### src/rtl/pipe_pkg.sv
// Shared pipeline definitions: operand-forward select codes and the per-stage
// destination tracker record used by the hazard controller.
package pipe_pkg;

  localparam int RW = 5;

  localparam logic [1:0] FWD_QR  = 2'b00;
  localparam logic [1:0] FWD_ALU = 2'b01;
  localparam logic [1:0] FWD_MR  = 2'b10;
  localparam logic [1:0] FWD_MDO = 2'b11;

  typedef struct packed {
    logic          wreg;
    logic          m2reg;
    logic [RW-1:0] rn;
  } stage_t;

  localparam stage_t STAGE_BUBBLE = '0;

endpackage

### src/rtl/fwd_sel_logic.sv
// Combinational forward select for one ID operand, zero latency.
// Also flags a load in EXE that this operand depends on (load-use hazard).
module fwd_sel_logic
  import pipe_pkg::*;
#(
  parameter int RW = pipe_pkg::RW
) (
  input  logic          valid,
  input  logic          rd_en,
  input  logic [RW-1:0] src,
  input  logic          e_wreg,
  input  logic          e_m2reg,
  input  logic [RW-1:0] e_rn,
  input  logic          m_wreg,
  input  logic          m_m2reg,
  input  logic [RW-1:0] m_rn,
  output logic [1:0]    sel,
  output logic          load_hazard
);

  logic live;
  logic hit_e;
  logic hit_m;

  // r0 is hard-wired zero, so it never matches a producer.
  assign live  = valid && rd_en;
  assign hit_e = e_wreg && (e_rn == src) && (src != '0);
  assign hit_m = m_wreg && (m_rn == src) && (src != '0);

  assign load_hazard = live && hit_e && e_m2reg;

  // EXE is checked first: it holds the younger producer.
  always_comb begin
    sel = FWD_QR;
    if (live) begin
      if (hit_e && !e_m2reg) begin
        sel = FWD_ALU;
      end else if (hit_m && !m_m2reg) begin
        sel = FWD_MR;
      end else if (hit_m && m_m2reg) begin
        sel = FWD_MDO;
      end
    end
  end

endmodule

### src/rtl/fwd_hazard_ctrl.sv
// Forwarding/hazard controller: combinational selects and stall, trackers update
// on the clock edge; a load-use hazard holds IF/ID one cycle and bubbles ID/EXE.
module fwd_hazard_ctrl
  import pipe_pkg::*;
#(
  parameter int RW = pipe_pkg::RW,
  parameter int CW = 16
) (
  input  logic          clk,
  input  logic          rst,
  input  logic          id_valid,
  input  logic [RW-1:0] id_rs,
  input  logic [RW-1:0] id_rt,
  input  logic          id_use_rs,
  input  logic          id_use_rt,
  input  logic          id_wreg,
  input  logic          id_m2reg,
  input  logic [RW-1:0] id_rn,
  output logic [1:0]    fwda,
  output logic [1:0]    fwdb,
  output logic          stall,
  output logic [CW-1:0] stall_cnt
);

  stage_t e_q;
  stage_t m_q;
  stage_t e_next;

  logic [1:0] sel_a;
  logic [1:0] sel_b;
  logic       haz_a;
  logic       haz_b;

  fwd_sel_logic #(.RW(RW)) u_sel_a (
    .valid       (id_valid),
    .rd_en       (id_use_rs),
    .src         (id_rs),
    .e_wreg      (e_q.wreg),
    .e_m2reg     (e_q.m2reg),
    .e_rn        (e_q.rn),
    .m_wreg      (m_q.wreg),
    .m_m2reg     (m_q.m2reg),
    .m_rn        (m_q.rn),
    .sel         (sel_a),
    .load_hazard (haz_a)
  );

  fwd_sel_logic #(.RW(RW)) u_sel_b (
    .valid       (id_valid),
    .rd_en       (id_use_rt),
    .src         (id_rt),
    .e_wreg      (e_q.wreg),
    .e_m2reg     (e_q.m2reg),
    .e_rn        (e_q.rn),
    .m_wreg      (m_q.wreg),
    .m_m2reg     (m_q.m2reg),
    .m_rn        (m_q.rn),
    .sel         (sel_b),
    .load_hazard (haz_b)
  );

  assign stall = haz_a || haz_b;

  // The stalled instruction re-presents next cycle, so its selects are don't-care now.
  assign fwda = stall ? FWD_QR : sel_a;
  assign fwdb = stall ? FWD_QR : sel_b;

  always_comb begin
    e_next = STAGE_BUBBLE;
    if (id_valid && !stall) begin
      e_next.wreg  = id_wreg;
      e_next.m2reg = id_m2reg;
      e_next.rn    = id_rn;
    end
  end

  always_ff @(posedge clk or posedge rst) begin
    if (rst) begin
      e_q <= STAGE_BUBBLE;
      m_q <= STAGE_BUBBLE;
    end else begin
      m_q <= e_q;
      e_q <= e_next;
    end
  end

  always_ff @(posedge clk or posedge rst) begin
    if (rst) begin
      stall_cnt <= '0;
    end else if (stall && (stall_cnt != '1)) begin
      stall_cnt <= stall_cnt + 1'b1;
    end
  end

endmodule

### config.mk
export PLATFORM = sky130hd
export DESIGN_NAME = fwd_hazard_ctrl
export DESIGN_NICKNAME = d
export VERILOG_FILES = /design/src/rtl/pipe_pkg.sv /design/src/rtl/fwd_sel_logic.sv /design/src/rtl/fwd_hazard_ctrl.sv
export SDC_FILE = /design/constraint.sdc
export NUM_CORES = 1
export LEC_CHECK = 0
export CAP_MARGIN = 20
export CORE_ASPECT_RATIO = 2
export CORE_MARGIN = 2
export CORE_UTILIZATION = 41
export DETAILED_ROUTE_END_ITERATION = 16
export GPL_ROUTABILITY_DRIVEN = 0
export PLACE_DENSITY = 0.7
export SLEW_MARGIN = 40
export SYNTH_ARGS = -nofsm -noshare
export SYNTH_HDL_FRONTEND = slang
export SYNTH_SLANG_ARGS = --single-unit
### constraint.sdc
create_clock -name clk -period 3.2 [get_ports clk]
set_clock_uncertainty 0.05 [all_clocks]
set_input_delay 0.64 -clock clk [delete_from_list [all_inputs] [get_ports clk]]
set_output_delay 0.64 -clock clk [all_outputs]
set_load 0.02 [all_outputs]
Word-level counts from Yosys, hierarchy flattened
Index checks and enable logic that the tools add are counted.
- output and inout port bits: 21
- input bits: 22
- flip-flop bits (word level): 30
- reduce and logical (&&, ||, !) cells: 28
- eq/ne operators: 5
- muxes and demuxes: 11
- add/sub/neg operators: 1
- operator list (cell ; number):
    $logic_and 1x1->1 ; 22
    $eq 5x5->1 ; 4
    $mux 2 ; 10
    $add 16x1->16 const B ; 1
    $ne 16x16->1 const B ; 1
    $reduce_bool 5->1 ; 2
    $mux 7 ; 1
    $logic_not 1->1 ; 3
    $logic_or 1x1->1 ; 1

Depth between registers and ports, before layout
Gate-level depths: netlist (run 1).
- depth after elaboration: 9
- mapped depth: 8

Hierarchy
A second synthesis (run 1) with hierarchy kept.
- cells, all modules: 143
- area total of the unflattened synthesis: 1621.6 um^2
- modules (own cells, without submodules) (module ; area each (um^2) ; seq. area each (um^2) ; instances ; cells an instance):
    fwd_hazard_ctrl ; 1271.2 ; 750.7 ; 1 ; 101
    fwd_sel_logic ; 175.2 ; 0.0 ; 2 ; 21

Least setup slack after synthesis (run 1)
OpenSTA, ideal clock, no wires.
- path kind: input to output
- start: input port id_rs[1]
- end: output port fwda[1]
- arrival: 2.389 ns
- required time: 2.510 ns
- stages: 6
- slack: 0.121 ns
- cells stage by stage: or4_4 -> o211ai_2 -> nor3_1 -> or2_4 -> and2_4 -> nor3b_1
- RTL lines (what ; RTL line ; text):
    from (decl) ; fwd_hazard_ctrl.sv:12 ; input logic [RW-1:0] id_rs,
    $eq 5x5->1 ; fwd_sel_logic.sv:27 ; assign hit_e = e_wreg && (e_rn == src) && (src != '0);
    $logic_and 1x1->1 ; fwd_sel_logic.sv:27 ;
    $logic_and 1x1->1 * ; fwd_sel_logic.sv:27 ;
    $logic_and 1x1->1 * (2 in series) ; fwd_sel_logic.sv:30 ; assign load_hazard = live && hit_e && e_m2reg;
    $logic_or 1x1->1 * ; fwd_hazard_ctrl.sv:62 ; assign stall = haz_a || haz_b;
    named net stall ; fwd_hazard_ctrl.sv:21 ; output logic stall,
    $mux 2 * ; fwd_hazard_ctrl.sv:65 ; assign fwda = stall ? FWD_QR : sel_a;
    to (decl) ; fwd_hazard_ctrl.sv:19 ; output logic [1:0] fwda,
Mark *: on every way through the listed nets, which the timed path passes. The rest lies on a longest branch.

Final worst setup path (run 1)
- start: input port id_rt[3]
- end: output port fwdb[1]
- cells in the longest elaborated chain, start to end: 9
- RTL lines (what ; RTL line ; text):
    from (decl) ; fwd_hazard_ctrl.sv:13 ; input logic [RW-1:0] id_rt,
    $eq 5x5->1 ; fwd_sel_logic.sv:28 ; assign hit_m = m_wreg && (m_rn == src) && (src != '0);
    $logic_and 1x1->1 (2 in series) ; fwd_sel_logic.sv:28 ;
    $logic_and 1x1->1 ; fwd_sel_logic.sv:40 ; end else if (hit_m && m_m2reg) begin
    $mux 2 ; fwd_sel_logic.sv:40 ;
    $mux 2 ; fwd_sel_logic.sv:38 ; end else if (hit_m && !m_m2reg) begin
    $mux 2 ; fwd_sel_logic.sv:36 ; if (hit_e && !e_m2reg) begin
    $mux 2 ; fwd_sel_logic.sv:35 ; if (live) begin
    $mux 2 * ; fwd_hazard_ctrl.sv:66 ; assign fwdb = stall ? FWD_QR : sel_b;
    to (decl) ; fwd_hazard_ctrl.sv:20 ; output logic [1:0] fwdb,
Mark *: on every way between the ends. The rest lies on a longest branch, timed or not.

==> results of run 1 <==
==> critical path, cell delays in order <==
cell and delay [ns]:
dlygate4sd2_1 0.24, or4_4 0.53, nor2_2 0.13, nor4_2 0.06
or2_4 0.25, and2_4 0.17, and4bb_2 0.30, buf_6 0.12
==> registers in the layout, summed over array words and instances, names as in the netlist <==
name	cells
stall_cnt	16
m_q	7
e_q	7
==> kinds of logic after synthesis <==
logic type                 share of synthesized area, %
DFF                                                48.7
xor gates and xnor gates                           18.7
buffers and inverters                             0.811
adders and majority gates                         0.811
and+or+nand+nor                                    24.6
muxes                                              2.19
AOI/OAI and AO/OA                                  4.22
==> metal layers <==
metal	GRT usage, %	share of wire (%)	routed length, µm	vias up
met5	0	0	0	-
met4	11.1	3.1	120	0
met3	3.40	3.4	128	10
met2	35.2	59	2240	32
met1	21.4	35	1330	644
li1	-	-	-	659
==> power groups by stage <==
stage / registers (mW) / clock network, mW / logic [mW]
2_1_floorplan: 0.406 / 0 / 0.0399
3_3_place_gp: 0.407 / 0 / 0.0977
3_5_place_dp: 0.408 / 0 / 0.100
4_1_cts: 0.401 / 0.478 / 0.0978
5_1_grt: 0.402 / 0.497 / 0.108
6_report: 0.401 / 0.470 / 0.0975
==> stage by stage <==
stage               worst slack (ns)  instances  TNS (ns)  hold WS, ns
floorplan                      0.121        148         0        0.341
global placement              -0.605        261     -2.59        0.372
detailed placement            -0.666        261     -2.90        0.376
CTS                         0.000676        270         0        0.393
global route                -0.00489        270  -0.00489        0.404
finish                        0.0696        270         0        0.384
==> what timing repair did <==
action / 4_1_cts / 5_1_grt
gates cloned: 0 / 0
gates resized for setup: 37 / 6
buffers inserted: 1 / 0
pin swaps: 9 / 7
setup endpoints to repair: 5 / 5
==> layout make-up <==
cell class / instances / share of cell area (%)
timing repair buffer: 66 / 24.8
clock inverter: 2 / 2.56
inverter: 2 / 0.320
sequential: 30 / 32.0
clock buffer: 6 / 3.52
multi-input combinational: 115 / 34.2
tap: 49 / 2.61
==> layout by cell type, fill, tap and decap left out, types with 4 or more instances in the layout <==
cell | netlist | final
buf_4 | 0 | 24
xnor2_1 | 21 | 21
nand2_1 | 13 | 13
nor2_1 | 12 | 11
clkdlybuf4s50_1 | 0 | 27
nor3_1 | 5 | 4
nand4_1 | 8 | 8
dlygate4sd2_1 | 0 | 6
and2_1 | 7 | 7
xor2_1 | 12 | 12
dfrtp_1 | 30 | 30
clkbuf_8 | 0 | 6
nand3_1 | 10 | 10
==> worst paths after layout <==
path	endpoint	start	depth (start not counted)
min in group asynchronous	stall_cnt[4]$_DFFE_PP0P_	rst	3
max in group asynchronous	m_q[6]$_DFF_PP0_	rst	3
setup / recovery	fwdb[1]	id_rt[3]	8
setup reg to reg	stall_cnt[9]$_DFFE_PP0P_	stall_cnt[0]$_DFFE_PP0P_	9
hold reg to reg	m_q[0]$_DFF_PP0_	e_q[0]$_DFF_PP0_	0
hold / removal	m_q[0]$_DFF_PP0_	e_q[0]$_DFF_PP0_	0
==> results.yml, run 1 <==
outcome:
  run_status: "complete, no violations"
global_routing:
  maximum_number_of_pins_on_one_net_before_global_route_repair: 31
  antenna_found_initial: 0
  globalRouteOverflowTotal: 0
  grt_pass1_vias: 1427
  grtUsageTotal_pct: 20.4
  wire_length_of_the_first_global_routing_pass_um: 6400
setup_path:
  worst_setup_end_kind: "primary output"
  ff2ff_setup_slack_ns: 1.00
  crit_path_max_fanout: 5
  critPathLaunchType: "input port"
  critical_path_required_ns: 2.51
  timing_worst_setup_path_type: "input port to primary output"
  arrival_ns: 2.44
yosys:
  netlist_area_um2: 1540
  synth_flop_cell: "dfrtp_1"
  synth_edf_count: 0
  yosysWarningCount: 0
  post_syn_area_per_cell_um2: 10.4
  synth-async-reset-ratio_pct: 100
  syn_inst: 148
  leading_cell_type_by_number_of_instances_after_synthesis: "dfrtp_1"
  synth_sequential_area_ratio_pct: 48.7
  post_synth_main_area_contributors: "dfrtp_1, xnor2_1, xor2_1"
  yosys-top-cells-count: "dfrtp_1, xnor2_1, nand2_1, nor2_1, xor2_1"
  synthesized_flop_and_latch_total: 30
  synth.lib_cells_used.distinct: 33
  netlist.area_leader.share_pct: 48.7
  postSynthNetCount: 171
  post-synth-top-area-cell: "dfrtp_1"
finish:
  finalCoreUtilization_pct: 65.1
  fillers: 314
  final_design_area_no_fill_um2: 2350
  layout.area.seq_um2: 751
  nets: 243
  n_antenna_cell: 0
  area_delta_synth_final_pct: 52.2
  area_of_the_multi_input_gates_um2: 803
  drive_gt1_share_pct: 23.1
power_and_ir_drop:
  design_power_total_mw: 0.968
  total_leakage_power_nw: 1.05
  total_switching_power_mw: 0.190
  power.density_nw_per_um2: 412
  p_int_mw: 0.778
  clkPwrFrac_pct: 48.5
  sw_frac_of_total_pct: 19.6
  p_seq_share_pct: 41.4
  max-vdd-ir-drop_mv: 0.403
  share_comb_of_total_power_pct: 10.1
die:
  initial_utilization_pct: 42.8
  num_rows: 31
  die-height_um: 90.8
  top_level_ports: 43
  fp.dieArea_um2: 4300
  placeableCoreArea_um2: 3610
  chipWidth_um: 47.4
job:
  cap_viol_max_count: 0
cts:
  clock_sinks: 30
  path_clk_slew_ns: 0.07
  tritoncts: "done"
  clock_path_buffers: 2
  clock_latency_ns: 0.27
  clockRootBuffer: "clkbuf_8"
  cts_hold_buf: 0
  clock_tree.htree_level_count: 2
  cts_buffers: 5
timing:
  setup_viol: 0
  report.final.hold_viol_count: 0
  timing.max_slew.rel_slack_pct: 75.5
  timing_limited_maximum_frequency_mhz: 319
  period_share_pct: 97.8
  tightest_slew_ns: 0.368
  final_max_tran_viols: 0
  finalWorstPathRequiredPeriod_ns: 3.13
drt:
  postRouteWirelength_um: 3820
  initialDrtViolationCount: 20
  routed-via-count: 1345
  via_density: 4.98
  routedWlPerCell_um: 14.1
  ant_nets: 0
  drc_errors: 0
  drt_first_pass_iters: 2
placed_design:
  detailed_place_hpwl_um: 3090
  numPortBuffers: 42
  area_of_placed_instances_um2: 2190
worst_hold_path:
  hold_class: "flop to flop"
No activity file was read; power rests on OpenSTA's default activity.
==> run 2: changes to the inputs <==
--- a/config.mk
+++ b/config.mk
@@ -11,6 +11,7 @@
 export CORE_UTILIZATION = 41
 export DETAILED_ROUTE_END_ITERATION = 16
 export GPL_ROUTABILITY_DRIVEN = 0
+export MAX_ROUTING_LAYER = met4
 export PLACE_DENSITY = 0.7
 export SLEW_MARGIN = 40
 export SYNTH_ARGS = -nofsm -noshare
==> run 2 against run 1 <==
  * Worst setup slack unchanged
  * Global-route usage up 0.48 points
  * Sequential share of layout area unchanged
  * First-iteration DRC count up 10%
  * Sequential power about the same
  * Critical path type unchanged
  * Critical endpoint unchanged
  * Largest power group unchanged
  * Cell count unchanged
  * Via count unchanged
  * Worst hold slack about the same
  * Die area unchanged
  * Clock power about the same
  * Core utilization unchanged
  * Sequential cell count unchanged
==> results.yml, run 2 (synthesized netlist as in run 1, its figures left out) <==
outcome:
  run_status: "complete, no violations"
setup_path:
  timing_worst_setup_path_type: "input port to primary output"
  ff2ff_setup_slack_ns: 1.00
  cp_launch_point: "id_rt[3]"
  worst_r2r_startpoint: "stall_cnt[0]$_DFFE_PP0P_"
  regToRegEndpoint: "stall_cnt[9]$_DFFE_PP0P_"
  worst_setup_end_kind: "primary output"
  r2r.worst_path.cells: 9
  critPathLaunchType: "input port"
  arrival_ns: 2.44
  critical_path_required_ns: 2.51
  crit_path_max_fanout: 5
power_and_ir_drop:
  total_leakage_power_nw: 1.05
  design_power_total_mw: 0.968
  power.density_nw_per_um2: 412
  max-vdd-ir-drop_mv: 0.403
finish:
  layout.cells.most_common: "dfrtp_1"
  largest_register_ff_count: 16
  reg_top3: "stall_cnt: 16 flops, e_q: 7 flops, m_q: 7 flops"
  drive_gt1_share_pct: 23.1
  largest-register: "stall_cnt"
  area_delta_synth_final_pct: 52.2
  nets: 243
  n_antenna_cell: 0
  final_design_area_no_fill_um2: 2350
  fillers: 314
  most_frequent_cells_in_the_layout: "dfrtp_1, clkdlybuf4s50_1, buf_4"
global_routing:
  grt_pass1_vias: 1433
  antenna_found_initial: 0
  grtUsageTotal_pct: 20.9
  globalRouteOverflowTotal: 0
  wire_length_of_the_first_global_routing_pass_um: 6380
  maximum_number_of_pins_on_one_net_before_global_route_repair: 31
cts:
  cts_buffers: 5
  path_clk_slew_ns: 0.07
  clockRootBuffer: "clkbuf_8"
  clock_sinks: 30
  clock_path_buffers: 2
  clock_latency_ns: 0.27
  clock_tree.htree_level_count: 2
  cts_hold_buf: 0
  tritoncts: "done"
drt:
  m1WireLength_um: 1330
  ant_nets: 0
  met3WireLength_um: 120
  routed-via-count: 1345
  routedWlPerCell_um: 14.1
  maxUsedRoutingLayer: "met4"
  via_density: 4.98
  postRouteWirelength_um: 3810
  initialDrtViolationCount: 22
  drt_first_pass_iters: 2
  met2_length_um: 2240
  drc_errors: 0
die:
  initial_utilization_pct: 42.8
  top_level_ports: 43
  die-height_um: 90.8
  num_rows: 31
  placeableCoreArea_um2: 3610
  fp.dieArea_um2: 4300
  chipWidth_um: 47.4
timing:
  timing.max_slew.rel_slack_pct: 75.4
  final_max_tran_viols: 0
  setup_slack_ns: 0.0696
  finalWorstPathRequiredPeriod_ns: 3.13
  period_share_pct: 97.8
  timing_limited_maximum_frequency_mhz: 319
  setup_viol: 0
  report.final.hold_viol_count: 0
  tightest_slew_ns: 0.369
worst_hold_path:
  hold_class: "flop to flop"
  min_delay_worst_endpoint: "m_q[0]$_DFF_PP0_"
  hp-start: "e_q[0]$_DFF_PP0_"
  hold-path-cell-count: 0
placed_design:
  area_of_placed_instances_um2: 2190
  numPortBuffers: 42
  placement.setup.worst_slack_ns: -0.666
  detailed_place_hpwl_um: 3090
job:
  cap_viol_max_count: 0
run 2: final cells by class:
type / instances / area, µm² / area share, %
clock buffer: 6 / 82.6 / 3.52
clock inverter: 2 / 60.1 / 2.56
inverter: 2 / 7.51 / 0.320
multi-input combinational: 115 / 803 / 34.2
sequential: 30 / 751 / 32.0
tap: 49 / 61.3 / 2.61
timing repair buffer: 66 / 583 / 24.8
run 2: layer usage:
metal	GRT usage [%]	vias to the layer above
met1	21.4	644
li1	-	659
met3	3.20	10
met4	11.1	0
met5	-	-
met2	35.2	32
run 2: where the power goes:
group	switching (mW)	total (mW)	internal, mW
combinational	0.0413	0.0976	0.0563
clock	0.138	0.470	0.332
sequential	0.0111	0.401	0.389
total	0.190	0.968	0.778
run 2: how the worst max path moves through the flow:
stage,to,cells after the start
3_3_place_gp,fwdb[0],8
3_5_place_dp,fwdb[0],8
2_1_floorplan,fwda[1],6
6_report,fwdb[1],8
4_1_cts,fwdb[1],8
5_1_grt,fwdb[1],8
run 2: through the flow:
step,utilization [%],std cells,TNS (ns),hold slack [ns]
3_3_place_gp,60.8,261,-2.59,0.372
4_1_cts,64.8,270,0,0.393
2_1_floorplan,-,148,0,0.341
5_1_grt,65.1,270,-0.00489,0.402
6_report,65.1,270,0,0.385
3_5_place_dp,60.8,261,-2.90,0.376
run 2: what timing repair did:
item,CTS,global route
gates resized for setup,37,6
setup buffers,1,0
pin swaps,9,7
setup endpoints to repair,5,5
run 2: worst max-delay path, stage by stage:
cell	delay (ns)
dlygate4sd2_1	0.24
or4_4	0.53
nor2_2	0.13
nor4_2	0.06
or2_4	0.25
and2_4	0.17
and4bb_2	0.30
buf_6	0.12
